### config.mk
export PLATFORM = sky130hd
export DESIGN_NAME = mult_share_sequencer
export DESIGN_NICKNAME = d
export VERILOG_FILES = /design/src/rtl/mult_share_pkg.sv /design/src/rtl/mult_share_sequencer_core.sv /design/src/rtl/mult_share_sequencer.sv
export SDC_FILE = /design/constraint.sdc
export NUM_CORES = 1
export LEC_CHECK = 0
export CAP_MARGIN = 25
export CORE_AREA = 2 2 104 76
export CTS_CLUSTER_DIAMETER = 100
export DETAILED_ROUTE_END_ITERATION = 6
export DIE_AREA = 0 0 106 78
export MAX_ROUTING_LAYER = met4
export PLACE_DENSITY = 0.83
export RECOVER_POWER = 100
export SLEW_MARGIN = 20
export SYNTH_ARGS = -nofsm -noshare
export SYNTH_HDL_FRONTEND = slang
export SYNTH_SLANG_ARGS = --single-unit
### constraint.sdc
create_clock -name clk -period 11.42 [get_ports clk]
set_clock_uncertainty 0.15 [all_clocks]
set_input_delay 3.426 -clock clk [delete_from_list [all_inputs] [get_ports clk]]
set_output_delay 3.426 -clock clk [all_outputs]
set_load 0.02 [all_outputs]
### src/rtl/mult_share_pkg.sv
// Shared FSM state type, default widths and the round-robin pick for mult_share_sequencer.
package mult_share_pkg;
  localparam int DEF_M    = 8;
  localparam int DEF_N    = 8;
  localparam int DEF_NREQ = 4;
  localparam int DEF_IDW  = $clog2(DEF_NREQ);
  localparam int MAXREQ   = 32;

  typedef enum logic [1:0] {IDLE, RUN, DONE} state_t;

  // One-hot grant on the first set bit of valid after 'last', wrapping at nreq.
  function automatic logic [MAXREQ-1:0] rr_pick(input logic [MAXREQ-1:0] valid,
                                                input int unsigned       nreq,
                                                input int unsigned       last);
    logic [MAXREQ-1:0] grant;
    logic [4:0]        idx;
    grant = '0;
    for (int unsigned k = 1; k <= MAXREQ; k++) begin
      idx = 5'((last + k) % nreq);
      if (k <= nreq && grant == '0 && valid[idx]) grant[idx] = 1'b1;
    end
    return grant;
  endfunction
endpackage

### src/rtl/mult_share_sequencer_core.sv
// Iterative shift-and-add multiplier: load captures operands, each step retires one multiplier bit.
// last_step flags the N-th step; acc holds the full product once that step has been taken.
module shift_add_core
  import mult_share_pkg::*;
#(
  parameter int M = DEF_M,
  parameter int N = DEF_N
) (
  input  logic           clk,
  input  logic           rst,
  input  logic           load,
  input  logic           step,
  input  logic [M-1:0]   a_in,
  input  logic [N-1:0]   b_in,
  output logic [M+N-1:0] acc,
  output logic           last_step
);
  localparam int CW = (N > 1) ? $clog2(N) : 1;

  logic [M+N-1:0] a_reg;
  logic [N-1:0]   b_reg;
  logic [CW-1:0]  cnt;

  always_ff @(posedge clk or negedge rst) begin
    if (!rst) begin
      a_reg <= '0;
      b_reg <= '0;
      acc   <= '0;
      cnt   <= '0;
    end else if (load) begin
      a_reg <= {{N{1'b0}}, a_in};
      b_reg <= b_in;
      acc   <= '0;
      cnt   <= '0;
    end else if (step) begin
      // Always N steps, even once b_reg has run out of ones, so latency never depends on data.
      if (b_reg[0]) acc <= acc + a_reg;
      a_reg <= a_reg << 1;
      b_reg <= b_reg >> 1;
      cnt   <= cnt + CW'(1);
    end
  end

  assign last_step = step && (cnt == CW'(N - 1));
endmodule

### src/rtl/mult_share_sequencer.sv
// Round-robin front end sharing one shift-and-add multiplier among NREQ requesters.
// Grant to rsp_valid is N+1 cycles; req_ready stays low until the held response is taken.
module mult_share_sequencer
  import mult_share_pkg::*;
#(
  parameter int M    = DEF_M,
  parameter int N    = DEF_N,
  parameter int NREQ = DEF_NREQ,
  parameter int IDW  = DEF_IDW
) (
  input  logic              clk,
  input  logic              rst,
  input  logic [NREQ-1:0]   req_valid,
  input  logic [NREQ*M-1:0] req_a,
  input  logic [NREQ*N-1:0] req_b,
  output logic [NREQ-1:0]   req_ready,
  output logic              rsp_valid,
  input  logic              rsp_ready,
  output logic [IDW-1:0]    rsp_id,
  output logic [M+N-1:0]    rsp_product,
  output logic              busy
);
  state_t          state, state_next;
  logic [IDW-1:0]  last_grant, grant_idx, id_reg;
  logic [NREQ-1:0] grant;
  logic [M-1:0]    sel_a;
  logic [N-1:0]    sel_b;
  logic            load, step, last_step;
  logic [M+N-1:0]  acc;

  always_comb begin
    grant     = '0;
    grant_idx = '0;
    sel_a     = '0;
    sel_b     = '0;
    if (state == IDLE) grant = NREQ'(rr_pick(MAXREQ'(req_valid), NREQ, int'(last_grant)));
    for (int i = 0; i < NREQ; i++) begin
      if (grant[i]) begin
        grant_idx = IDW'(i);
        sel_a     = req_a[i*M +: M];
        sel_b     = req_b[i*N +: N];
      end
    end
  end

  always_comb begin
    state_next = state;
    load       = 1'b0;
    step       = 1'b0;
    case (state)
      IDLE: begin
        if (|grant) begin
          load       = 1'b1;
          state_next = RUN;
        end
      end
      RUN: begin
        step = 1'b1;
        if (last_step) state_next = DONE;
      end
      DONE: begin
        if (rsp_ready) state_next = IDLE;
      end
      default: state_next = IDLE;
    endcase
  end

  always_ff @(posedge clk or negedge rst) begin
    if (!rst) begin
      state      <= IDLE;
      last_grant <= IDW'(NREQ - 1);
      id_reg     <= '0;
    end else begin
      state <= state_next;
      if (load) begin
        last_grant <= grant_idx;
        id_reg     <= grant_idx;
      end
    end
  end

  shift_add_core #(.M(M), .N(N)) u_core (
    .clk       (clk),
    .rst       (rst),
    .load      (load),
    .step      (step),
    .a_in      (sel_a),
    .b_in      (sel_b),
    .acc       (acc),
    .last_step (last_step)
  );

  // Response fields are gated by DONE so reset clears them without waiting for a clock.
  assign req_ready   = grant;
  assign busy        = (state != IDLE);
  assign rsp_valid   = (state == DONE);
  assign rsp_id      = rsp_valid ? id_reg : '0;
  assign rsp_product = rsp_valid ? acc : '0;
endmodule

---- Word level (Yosys, flattened, before mapping) ----
Index checks and enable logic that the tools add are counted.
word-level totals
  memory bits (read-only) ................. 0
  output and inout port bits .............. 24
  bits in registers ....................... 49
  memories ................................ 0
  bits in latches ......................... 0
  word-level logic and storage cells ...... 101
  RAM bits ................................ 0
operators by class
  bitwise gates (word level) .............. 3
  order comparisons ....................... 8
  multipliers ............................. 0
  equality and inequality tests ........... 6
  add/subtract/negate cells ............... 6
  muxes and demuxes ....................... 53
  reductions and logical operators ........ 18
  div/mod/pow operators ................... 0
  shifts and indexed selects .............. 0
operators by type and width
  operator                                                            number
  two-way mux 32 bit                                                  5
  logical NOT 32 bit                                                  3
  two-way mux 16 bit                                                  6
  two-way mux 8 bit                                                   10
  OR 32 x 4 -> 32 bit                                                 2
  < comparator 2 x 6 -> 1 bit (second input constant)                 4
  adder 16 bit                                                        1
  two-way mux 1 bit                                                   12
  two-way mux 2 bit                                                   6
  two-way mux 4 bit                                                   3
  binary-select mux 1 bit (select 2 bit)                              4
  demux 1 bit (select 2 bit)                                          4
  greater-or-equal comparator 2 x 1 -> 1 bit (second input constant)  4
  logical AND 1 bit                                                   8
  two-way mux 3 bit                                                   2
  case mux 2 bit (3 select lines)                                     1
  nonzero test 2 bit                                                  3
  adder 2 x 1 -> 2 bit (second input constant)                        2
  adder 2 bit (second input constant)                                 2
  != test 2 x 1 -> 1 bit (second input constant)                      2
  OR 4 bit                                                            1
  OR reduction 4 bit                                                  1
  adder 3 x 1 -> 3 bit (second input constant)                        1
  equality test 3 bit (second input constant)                         1
  6 further kinds                                                     6

---- Depth between registers and ports, before layout ----
Gate-level depths: netlist of the first run.
  depth in word-level cells ............... 24
  gate-level depth with buffers ........... 14
  depth with buffers taken out ............ 10

---- By module ----
A second synthesis of the first run with hierarchy kept.
second synthesis, totals
  cell total of the unflattened synthesis .. 456
  area total of the unflattened synthesis .. 4131.5 µm²
by module, submodules not included
  module                instances  area each (µm²)  cells each
  shift_add_core        1          2637.5           276
  mult_share_sequencer  1          1493.9           180

---- Worst setup path after synthesis of the first run ----
Ideal clock, no wire load.
  path kind ............................... input -> output
  start ................................... in req_valid[1]
  end ..................................... out req_ready[3]
  data required time ...................... 7.844 ns
  stages .................................. 7
  slack ................................... 2.549 ns
  buffers on the path ..................... 1
  arrival time ............................ 5.295 ns
  cells stage by stage .................... mux4_2 > nor2b_1 > o311ai_0 > nor4_1 > o21ai_2 > buf_2 > inv_1
on the way
  cells in the longest elaborated chain, start to end .. 16
  elaborated cells between the ends (all ways) .. 25
  those cells by class .................... mux: 16; bitwise: 3; reduce/logical: 6
RTL lines
  element                                  RTL line                    source
  from (decl)                              mult_share_sequencer.sv:13  input logic [NREQ-1:0] req_valid,
  binary-select mux 1 bit (select 2 bit)   mult_share_pkg.sv:20        if (k <= nreq && grant == '0 && valid[idx]) grant[idx] = 1'b1;
  two-way mux 1 bit (not written as such)  mult_share_pkg.sv:20
  two-way mux 4 bit                        mult_share_pkg.sv:20
  two-way mux 32 bit                       mult_share_sequencer.sv:36  if (state == IDLE) grant = NREQ'(rr_pick(MAXREQ'(req_valid), NREQ, int'(last_grant)));
  logical NOT 32 bit                       mult_share_pkg.sv:20
  logical AND 1 bit                        mult_share_pkg.sv:20
  two-way mux 32 bit                       mult_share_pkg.sv:20
  two-way mux 32 bit                       mult_share_sequencer.sv:36
  logical NOT 32 bit                       mult_share_pkg.sv:20
  logical AND 1 bit                        mult_share_pkg.sv:20
  two-way mux 32 bit                       mult_share_pkg.sv:20
  two-way mux 32 bit                       mult_share_sequencer.sv:36
  logical NOT 32 bit                       mult_share_pkg.sv:20
  logical AND 1 bit                        mult_share_pkg.sv:20
  two-way mux 4 bit *                      mult_share_pkg.sv:20
  two-way mux 4 bit *                      mult_share_sequencer.sv:36
  to (decl)                                mult_share_sequencer.sv:16  output logic [NREQ-1:0] req_ready,
Every way passes the cells marked *; elsewhere a longest branch is shown, timed or not. The select of a mux whose other input is x is not followed.

---- Final worst setup path of the first run ----
  start ................................... in req_valid[1]
  end ..................................... out req_ready[2]
Same word-level chain as after synthesis.

==> results of run 1 <==
## cells in the mapped netlist (7+ instances only)
cell type	number	share of area [%]
nand2_1	66	6.5
dfrtp_1	47	31
a21oi_1	32	4.2
nor2_1	30	3.0
mux2i_1	27	7.1
ha_1	25	8.3
and2_1	22	3.6
o211ai_1	18	3.6
a22o_1	15	3.5
clkbuf_1	10	0.99
inv_1	10	0.99
o21ai_0	10	1.3
a211oi_1	7	1.4
buf_2	7	0.93
xnor2_1	7	1.6
## worst paths after layout
path,endpoint,startpoint
setup / recovery,req_ready[2],req_valid[1]
hold / removal,id_reg[1]$_DFFE_PN0P_,id_reg[1]$_DFFE_PN0P_
setup reg to reg,id_reg[1]$_DFFE_PN0P_,last_grant[0]$_DFFE_PN1P_
hold reg to reg,id_reg[1]$_DFFE_PN0P_,id_reg[1]$_DFFE_PN0P_
max in group asynchronous,u_core.b_reg[7]$_DFFE_PN0P_,rst
min in group asynchronous,u_core.a_reg[2]$_DFFE_PN0P_,rst
## report_power, final
part | internal, mW | total [mW] | switching (mW)
Sequential | 0.252 | 0.316 | 0.0635
Combinational | 0.354 | 0.829 | 0.475
Clock | 0.0657 | 0.128 | 0.0625
Total | 0.672 | 1.27 | 0.601
## layer usage
| metal | up-vias | GRT usage [%] | wire (microns) | part of all wire, % |
|---|---|---|---|---|
| met5 | - | - | 0 | 0 |
| met4 | 0 | 5.26 | 72 | 0.71 |
| met3 | 7 | 6.55 | 853 | 8.4 |
| met2 | 136 | 40.3 | 4530 | 45 |
| met1 | 1660 | 34.6 | 4650 | 46 |
| li1 | 1736 | - | - | - |
## logic make-up (layout without fill, tap and decap cells)
logic type	Yosys count	count (layout)	synth area share, %
flops	49	49	32.5
simple gates	155	155	19.7
xor+xnor	11	11	2.55
buf+inv	32	119	4.10
compound gates	123	123	22.9
mux	31	31	9.52
fa+ha+maj	26	26	8.79
## cell type report
type                            instances  area, sq um
Inverter                               10         37.5
Multi-Input combinational cell        346         2400
Fill cell                             590         2310
Sequential cell                        49         1230
Clock inverter                          3         46.3
Tap cell                               98          123
Timing Repair Buffer                  101          981
Clock buffer                            5         68.8
## per-stage QoR
| step | setup WS [ns] | cells | power, mW |
|---|---|---|---|
| 6_report | 1.38 | 612 | 1.27 |
| 3_5_place_dp | 1.59 | 604 | 1.15 |
| 5_1_grt | 1.30 | 612 | 1.38 |
| 3_3_place_gp | 1.58 | 604 | 1.13 |
| 2_1_floorplan | 2.55 | 427 | 0.952 |
| 4_1_cts | 1.58 | 612 | 1.28 |
## worst max-delay path, delay by kind of cell
family	cells	cell delay [ns]
muxes	1	0.62
AOI/OAI and AO/OA	2	0.81
and+or+nand+nor	2	0.35
buffers and inverters	2	1.27
## layout by cell type, fill, tap and decap left out, types with 3 or more instances in the layout
cell type	count
nor2b_1	4
nor2_1	30
and2_0	4
buf_4	5
a22o_1	15
o21ai_0	10
and2_1	19
a211oi_1	8
dfrtp_1	47
nor4_1	3
xnor2_1	7
o31a_1	3
inv_1	10
clkdlybuf4s50_1	71
nand2_1	66
mux4_2	4
mux2i_1	27
nand3_1	6
dlygate4sd3_1	22
clkbuf_8	5
nor3b_1	3
or3_1	3
o21a_1	3
nand2b_1	4
o211ai_1	18
a21o_1	4
ha_1	25
nor3_1	4
a31oi_1	5
a21oi_1	32
xor2_1	4
a221oi_1	3
==> flow_metrics.tcl, run 1 <==
set metrics [dict create \
    gp_congestion 0.867 \
    vdd_drop_max_mv 0.126 \
    worstSetupPathType "input port to output port" \
    cp_common_cell "dlygate4sd3_1" \
    hp-class "flop to flop" \
    drt_iter0_markers 148 \
    crit_chain "dlygate4sd3_1 -> mux4_2 -> nand2_1 -> o21ai_0 -> o41ai_1 -> and2_1 -> dlygate4sd3_1" \
    slew_violations 98 \
    cts.path.max_buffers 2 \
    r2r_setup_slack_ns 6.28 \
    placed_cell_area_sq_um 4780 \
    grt-ovfl-total 0 \
    vias 3539 \
    core_area_sq_um 7190 \
    drt_first_pass_iters 4 \
    reg2reg_depth 11 \
    drcViolationCount 0 \
    async_flop_share_pct 100 \
    clk_pin_slew_ns 0.09 \
    violations "capacitance limit, slew limit" \
    hold_violations 0 \
    post-route-util_pct 67.9 \
    ys_types 58 \
    power_leakage_nw 2.20 \
    ys_warn_count 0 \
    fin_crit_ns 10.04 \
    die_h_microns 78 \
    grt_pass1_wl_microns 16600 \
    synth_nets 524 \
    max_stage_delay_ns 0.69 \
    drive_above_1_share_pct 5.64 \
    synth_cells 427 \
    setup_viol 0 \
    area_delta_synth_final_pct 29.0 \
    maxCapViolCount 2 \
    ctsHoldBuffers 0 \
    htree_num_levels 2 \
    final_cell_area_sq_um 4880 \
    slowest_stage "dlygate4sd3_1" \
    crit_fanout 13 \
    tightestPinTransition_ns 2.64 \
    max_clock_freq_mhz 99.6 \
    maxSlewHeadroom_pct -75.8 \
    antenna_found_initial 0 \
    postCtsResizedCells 0 \
    synth_area_per_cell_sq_um 8.86 \
    grt_usage_pct 25.9 \
    cts-root-buf "clkbuf_8" \
    initial_core_util_pct 52.6 \
    hold-path-cell-count 1 \
    end_kind "output port" \
    nNetsFinal 610 \
    std_cell_rows 26 \
    drt-vias-per-instance 5.78 \
    hpwlAfterDp_microns 7760 \
    grt_pass1_vias 3421 \
    holdWs_ns 0.331 \
    ios 95 \
    arrival_ns 6.47 \
    die-area_sq_um 8270 \
    ys.flop_type "dfrtp_1" \
    ant_nets 0 \
    fin_crit_sh_pct 87.9 \
    synth_edf_count 0 \
    cts_setup_buffers 0 \
    ys_ff_latch 49 \
    crit_path_start_kind "input port" \
    ys_seq_area_share_pct 32.5 \
    drt-total-wl_microns 10100 \
    grt_start_max_net_pins 50 \
    p_per_area_nw_per_um2 261 \
    die_w_microns 106 \
    numCtsBuffers 5 \
    clkSinkCount 49 \
    clock_latency_ns 0.31 \
    drt-wirelength-per-cell_microns 16.5 \
    outcome "finished with violations" \
    port_buffers 94 \
    tns_ns 0 \
    cts_tree "yes" \
    rsz0062_at_grt "no" \
    syn_area_sq_um 3780 \
    diodes 0 \
    crit_required_ns 7.84 \
]
Note: power is estimated with default switching activity, not from simulation.
==> inputs of run 2 (changes only) <==
- SKIP_LAST_GASP: not set -> 1
==> results of run 2 <==
The final DEF is identical to that of run 1; final timing and power are the same.
